$ cat config.mk
export PLATFORM = sky130hd
export DESIGN_NAME = mux_nway_pipe
export DESIGN_NICKNAME = d
export VERILOG_FILES = /design/src/rtl/mux_pipe_pkg.sv /design/src/rtl/mux_skid_slot.sv /design/src/rtl/mux_nway_pipe.sv
export SDC_FILE = /design/constraint.sdc
export NUM_CORES = 1
export LEC_CHECK = 0
export BUFFER_PORTS_ARGS = -buffer_cell sky130_fd_sc_hd__buf_4
export CAP_MARGIN = 25
export CORE_ASPECT_RATIO = 1.1
export CORE_MARGIN = 5
export CORE_UTILIZATION = 39
export CTS_CLUSTER_SIZE = 25
export DETAILED_ROUTE_END_ITERATION = 8
export PLACE_DENSITY_LB_ADDON = 0.25
export RECOVER_POWER = 25
export SYNTH_ARGS = -nofsm -noshare
export SYNTH_HDL_FRONTEND = slang
export SYNTH_SLANG_ARGS = --single-unit
$ cat constraint.sdc
create_clock -name clk -period 1.4 [get_ports clk]
set_input_delay 0.28 -clock clk [delete_from_list [all_inputs] [get_ports clk]]
set_output_delay 0.28 -clock clk [all_outputs]
set_load 0.005 [all_outputs]
$ cat src/rtl/mux_pipe_pkg.sv
// Shared helpers for the registered N-way selector: select-width function and input-count limit.
package mux_pipe_pkg;

  localparam int MAX_NUM_IN = 16;

  // A 1-input-wide select still needs one bit so port widths never collapse to zero.
  function automatic int sel_w(input int n);
    return (n < 2) ? 1 : $clog2(n);
  endfunction

endpackage

$ cat src/rtl/mux_skid_slot.sv
// One-entry holding register with a full flag. It parks a beat while the output stage is stalled.
module mux_skid_slot #(
  parameter int W = 8
) (
  input  logic         clk,
  input  logic         rst_n,
  input  logic         load,
  input  logic         unload,
  input  logic [W-1:0] d,
  output logic [W-1:0] q,
  output logic         full
);

  // NOTE: the data word is reset as well as the flag, so nothing undefined can ever be forwarded.
  always_ff @(posedge clk or negedge rst_n) begin
    if (!rst_n) begin
      q    <= '0;
      full <= 1'b0;
    end else if (load) begin
      q    <= d;
      full <= 1'b1;
    end else if (unload) begin
      full <= 1'b0;
    end
  end

endmodule

$ cat src/rtl/mux_nway_pipe.sv
// N-input WIDTH-bit selector with a registered valid/ready output stage.
// Define MUX_NWAY_PIPE_SKID_EN to add a one-entry skid slot that registers in_ready.
module mux_nway_pipe
  import mux_pipe_pkg::*;
#(
  parameter int WIDTH  = 32,
  parameter int NUM_IN = 4,
  parameter int SEL_W  = sel_w(NUM_IN)
) (
  input  logic                    clk,
  input  logic                    rst_n,
  input  logic [NUM_IN*WIDTH-1:0] in_data,
  input  logic [SEL_W-1:0]        in_sel,
  input  logic                    in_valid,
  output logic                    in_ready,
  output logic [WIDTH-1:0]        out_data,
  output logic [SEL_W-1:0]        out_sel,
  output logic                    out_err,
  output logic                    out_valid,
  input  logic                    out_ready
);

  typedef struct packed {
    logic [WIDTH-1:0] data;
    logic [SEL_W-1:0] sel;
    logic             err;
  } beat_t;

  localparam int BEAT_W = $bits(beat_t);

  beat_t sel_beat;
  beat_t out_beat;
  logic  in_fire;
  logic  out_free;

  // NOTE: every field gets a default before the loop, so no path leaves a latch behind.
  always_comb begin
    sel_beat.data = '0;
    sel_beat.sel  = in_sel;
    sel_beat.err  = 1'b1;
    for (int k = 0; k < NUM_IN; k++) begin
      if (in_sel == SEL_W'(k)) begin
        sel_beat.data = in_data[k*WIDTH +: WIDTH];
        sel_beat.err  = 1'b0;
      end
    end
  end

  assign in_fire  = in_valid & in_ready;
  assign out_free = !out_valid | out_ready;

`ifdef MUX_NWAY_PIPE_SKID_EN
  logic [BEAT_W-1:0] skid_q;
  logic              skid_full;
  logic              skid_load;
  logic              skid_unload;

  // A beat accepted while the output is stalled waits in the slot; the slot is older, so it drains first.
  assign skid_load   = in_fire & !out_free;
  assign skid_unload = out_free & skid_full;
  assign in_ready    = !skid_full;

  mux_skid_slot #(.W(BEAT_W)) u_skid (
    .clk    (clk),
    .rst_n  (rst_n),
    .load   (skid_load),
    .unload (skid_unload),
    .d      (sel_beat),
    .q      (skid_q),
    .full   (skid_full)
  );

  // NOTE: non-blocking assignments so all state updates see the values from before the edge.
  always_ff @(posedge clk or negedge rst_n) begin
    if (!rst_n) begin
      out_beat  <= '0;
      out_valid <= 1'b0;
    end else if (out_free) begin
      if (skid_full) begin
        out_beat  <= beat_t'(skid_q);
        out_valid <= 1'b1;
      end else if (in_fire) begin
        out_beat  <= sel_beat;
        out_valid <= 1'b1;
      end else begin
        out_valid <= 1'b0;
      end
    end
  end
`else
  assign in_ready = out_free;

  // NOTE: non-blocking assignments so all state updates see the values from before the edge.
  always_ff @(posedge clk or negedge rst_n) begin
    if (!rst_n) begin
      out_beat  <= '0;
      out_valid <= 1'b0;
    end else if (in_fire) begin
      out_beat  <= sel_beat;
      out_valid <= 1'b1;
    end else if (out_ready) begin
      out_valid <= 1'b0;
    end
  end
`endif

  assign out_data = out_beat.data;
  assign out_sel  = out_beat.sel;
  assign out_err  = out_beat.err;

endmodule

==> results_tabular.tex <==
\begin{tabular}{lr}
\hline
Metric & Value \\
\hline
\multicolumn{2}{l}{\textbf{Layout}} \\
Most frequent cells in the layout & sky130\_fd\_sc\_hd\_\_buf\_4, sky130\_fd\_sc\_hd\_\_dfrtp\_1, sky130\_fd\_sc\_hd\_\_mux2\_2 \\
Leading cell type in the layout, fill and taps excluded & sky130\_fd\_sc\_hd\_\_buf\_4 \\
Diode count & 0 \\
Layout Area Growth over Synthesis & 67.4\% \\
Number of nets in the layout & 423 \\
Final standard cell area without fillers & around 3600 um2 \\
Share of layout cells above drive strength 1 & 85.2\% \\
\multicolumn{2}{l}{\textbf{Setup path}} \\
Total stage count of the critical path & 3 \\
Reg2Reg Launch Point & out\_valid\$\_DFFE\_PN0P\_ \\
Worst setup path end & in\_ready \\
Critical Setup Path Class & reg2out \\
Top cell family by delay on the critical path & flip-flops \\
Arrival time of data at the critical path endpoint & approximately 0.99 ns \\
Type of element launching the critical path & register \\
FF-to-FF setup slack & 0.14 ns \\
Worst Setup SP & out\_valid\$\_DFFE\_PN0P\_ \\
Required arrival time at the worst endpoint & 1.12 ns \\
Critical path buffer and inverter count & 2 \\
Highest fanout seen on the critical path & 2 \\
Capture point of the worst reg-to-reg path & out\_data[28]\$\_DFFE\_PN0P\_ \\
Number of cells on the worst reg-to-reg path & 4 \\
Cell-by-cell listing of the critical path & nand2b\_1 > clkbuf\_4 > buf\_4 \\
Largest stage delay on the critical path & approximately 0.4 ns \\
Max stage delay cell, worst path & sky130\_fd\_sc\_hd\_\_dfrtp\_1 \\
Category of the worst setup path capture point & output pin \\
\multicolumn{2}{l}{\textbf{Yosys}} \\
Share of the synthesized area in the top cell type & between 40\% and 50\% \\
Sequential fraction of the synthesis area & 42.3\% \\
Synthesized netlist net count & between 200 and 300 \\
Post-synth design cell area & 2130 um2 \\
Cell accounting for the most synthesized area & sky130\_fd\_sc\_hd\_\_dfrtp\_1 \\
Number of register bits inferred by synthesis & 36 \\
Syn Area/Cell & between 15 and 20 um2 \\
Number of instances in the synthesized netlist & 117 \\
Synth Warn \# & 0 \\
Cells taking the most area after synthesis & sky130\_fd\_sc\_hd\_\_dfrtp\_1, sky130\_fd\_sc\_hd\_\_mux4\_2, sky130\_fd\_sc\_hd\_\_mux2\_2 \\
Distinct cells, synth & 10 \\
\multicolumn{2}{l}{\textbf{STA}} \\
Fin crit period & 1.27 ns \\
Worst-margin pin slew & 0.830 ns \\
Finish-stage setup viols & 0 \\
Skew final & around 0.0036 ns \\
Final hold violation count & 0 \\
Post-Route Setup TNS & 0 ns \\
Setup repair after global routing missed its margin & false \\
Top achievable clock speed & 0.786 GHz \\
Share of the cycle needed by the critical path after routing & 90.8\% \\
Max\_slew headroom & between 40\% and 50\% \\
Max-slew violation total from the final report & 0 \\
\multicolumn{2}{l}{\textbf{Die}} \\
Core area & 5360 um2 \\
Width of the die & 80.5 um \\
I/O pin count & between 150 and 200 \\
Cell row count & 28 \\
Die Area & between 7000 and 8000 um2 \\
Initial cell density of the core & between 30\% and 40\% \\
Die outline height & 87.5 um \\
\multicolumn{2}{l}{\textbf{Detailed routing}} \\
Number of vias after detailed routing & between 1.5k and 2k \\
Vias per std cell & 4.94 \\
Routed WL & 6.15 mm \\
Average wire per cell in the routed design & around 17 um \\
First-pass detailed-route iteration total & 4 \\
Remaining design rule violation count & 0 \\
Antenna viol nets, final & 0 \\
First DRT Iteration DRCs & 23 \\
\multicolumn{2}{l}{\textbf{Place}} \\
Count of input and output buffers & 170 \\
HPWL reported at the end of detailed placement & slightly below 5 mm \\
RePlAce Congestion & 0.748 \\
Total cell area at the placement stage & around 3500 um2 \\
\multicolumn{2}{l}{\textbf{Power}} \\
Maximum vdd ir drop & about 0.51 mV \\
Power density over the cells & 897 nW/um2 \\
Total chip power & 3.20 mW \\
Static Leakage & approximately 1.7 nW \\
\multicolumn{2}{l}{\textbf{Clocking}} \\
Clock latency on the worst-skew pair & 0.28 ns \\
Count of cells resized by post-cts repair & 0 \\
Number of clock sinks & 36 \\
Root Driver & sky130\_fd\_sc\_hd\_\_clkbuf\_8 \\
H-tree level count & 2 \\
Number of buffers created by CTS & 5 \\
Maximum clock insertion buffer count & 2 \\
Clk slew on worst S/H paths & around 0.07 ns \\
CTS tree & yes \\
\multicolumn{2}{l}{\textbf{GRT}} \\
Pin count of the biggest net entering global routing & 37 \\
Number of antenna violations at the first check in global routing & 0 \\
Global Route Usage Sum & 17.4\% \\
Wire length of the first global-routing pass & 9.18 mm \\
Number of global-route vias before repair & 1966 \\
Overall overflow remaining after global route & 0 \\
\multicolumn{2}{l}{\textbf{Status}} \\
Outcome & completed \\
\multicolumn{2}{l}{\textbf{Flow run}} \\
MaxCap Viol Count & 0 \\
\multicolumn{2}{l}{\textbf{Worst hold path}} \\
Path type of the worst min-delay path & in2reg \\
\hline
\end{tabular}
==> cell families after synthesis <==
logic type             Yosys count  synth area share (%)
multiplexers                    66                  51.8
flip-flops                      36                  42.3
buffers and inverters           11                  4.93
AND/OR/NAND/NOR                  4                  1.06
==> area by class of cell <==
| cell class | count | area [um2] |
|---|---|---|
| well taps | 75 | 93.8 |
| fillers | 455 | 1790 |
| repair buffers | 176 | 1360 |
| flip-flops and latches | 36 | 901 |
| clock buffers | 8 | 90.1 |
| multi-input cells | 70 | 1130 |
==> registers in the layout, indices dropped and copies added, names as in the netlist <==
register and flops:
out_valid 1, out_err 1, out_data 32, out_sel 2
==> metal layers <==
metal  global-route usage [%]  up-vias  routed length (um)
met3                     6.48        4                 595
met2                     32.6       87                3550
li1                         -      819                   -
met4                     4.61        0                  57
met5                        0        -                   0
met1                     18.2      892                1950
==> how the worst min path moves through the flow <==
stage,from,to,cells after the start
after detailed placement,rst_n,out_valid$_DFFE_PN0P_,1
after global routing,in_valid,out_valid$_DFFE_PN0P_,2
after floorplan,rst_n,out_data[0]$_DFFE_PN0P_,0
after CTS,in_valid,out_valid$_DFFE_PN0P_,2
final,in_valid,out_valid$_DFFE_PN0P_,2
after global placement,rst_n,out_valid$_DFFE_PN0P_,1
==> synth_stat cells <==
library cell,count
sky130_fd_sc_hd__and2_1,1
sky130_fd_sc_hd__buf_12,3
sky130_fd_sc_hd__buf_2,6
sky130_fd_sc_hd__buf_6,1
sky130_fd_sc_hd__clkbuf_1,1
sky130_fd_sc_hd__dfrtp_1,36
sky130_fd_sc_hd__mux2_2,34
sky130_fd_sc_hd__mux4_2,32
sky130_fd_sc_hd__nand2_1,1
sky130_fd_sc_hd__nand2b_1,2
==> power by group <==
part	total [mW]	internal (mW)	switching (mW)
logic	1.11	0.783	0.327
registers	1.33	1.23	0.0934
clock network	0.768	0.402	0.366
total	3.20	2.42	0.786
==> worst reg2reg max path: cells and delay by family, from the launching register on <==
| kind | cells | cell delay, ns |
|---|---|---|
| buffers and inverters | 1 | 0.23 |
| and+or+nand+nor | 2 | 0.18 |
| DFF | 1 | 0.36 |
| muxes | 1 | 0.38 |
==> through the flow <==
| step | setup slack, ns | util (%) | cells | hold slack [ns] |
|---|---|---|---|---|
| 2_1_floorplan | 0.0133 | - | 117 | -0.0156 |
| 3_3_place_gp | -0.109 | 64.8 | 356 | 0.276 |
| 3_5_place_dp | -0.117 | 64.8 | 356 | 0.270 |
| 4_1_cts | 0.123 | 66.6 | 365 | 0.188 |
| 5_1_grt | 0.0616 | 66.6 | 365 | 0.186 |
| 6_report | 0.128 | 66.6 | 365 | 0.193 |
==> what timing repair did <==
action / CTS / global route
hold buffers: 1 / 0
endpoints found under the hold margin: 36 / 0
setup buffers: 0 / 0
Power figures use the tool's default switching activity.
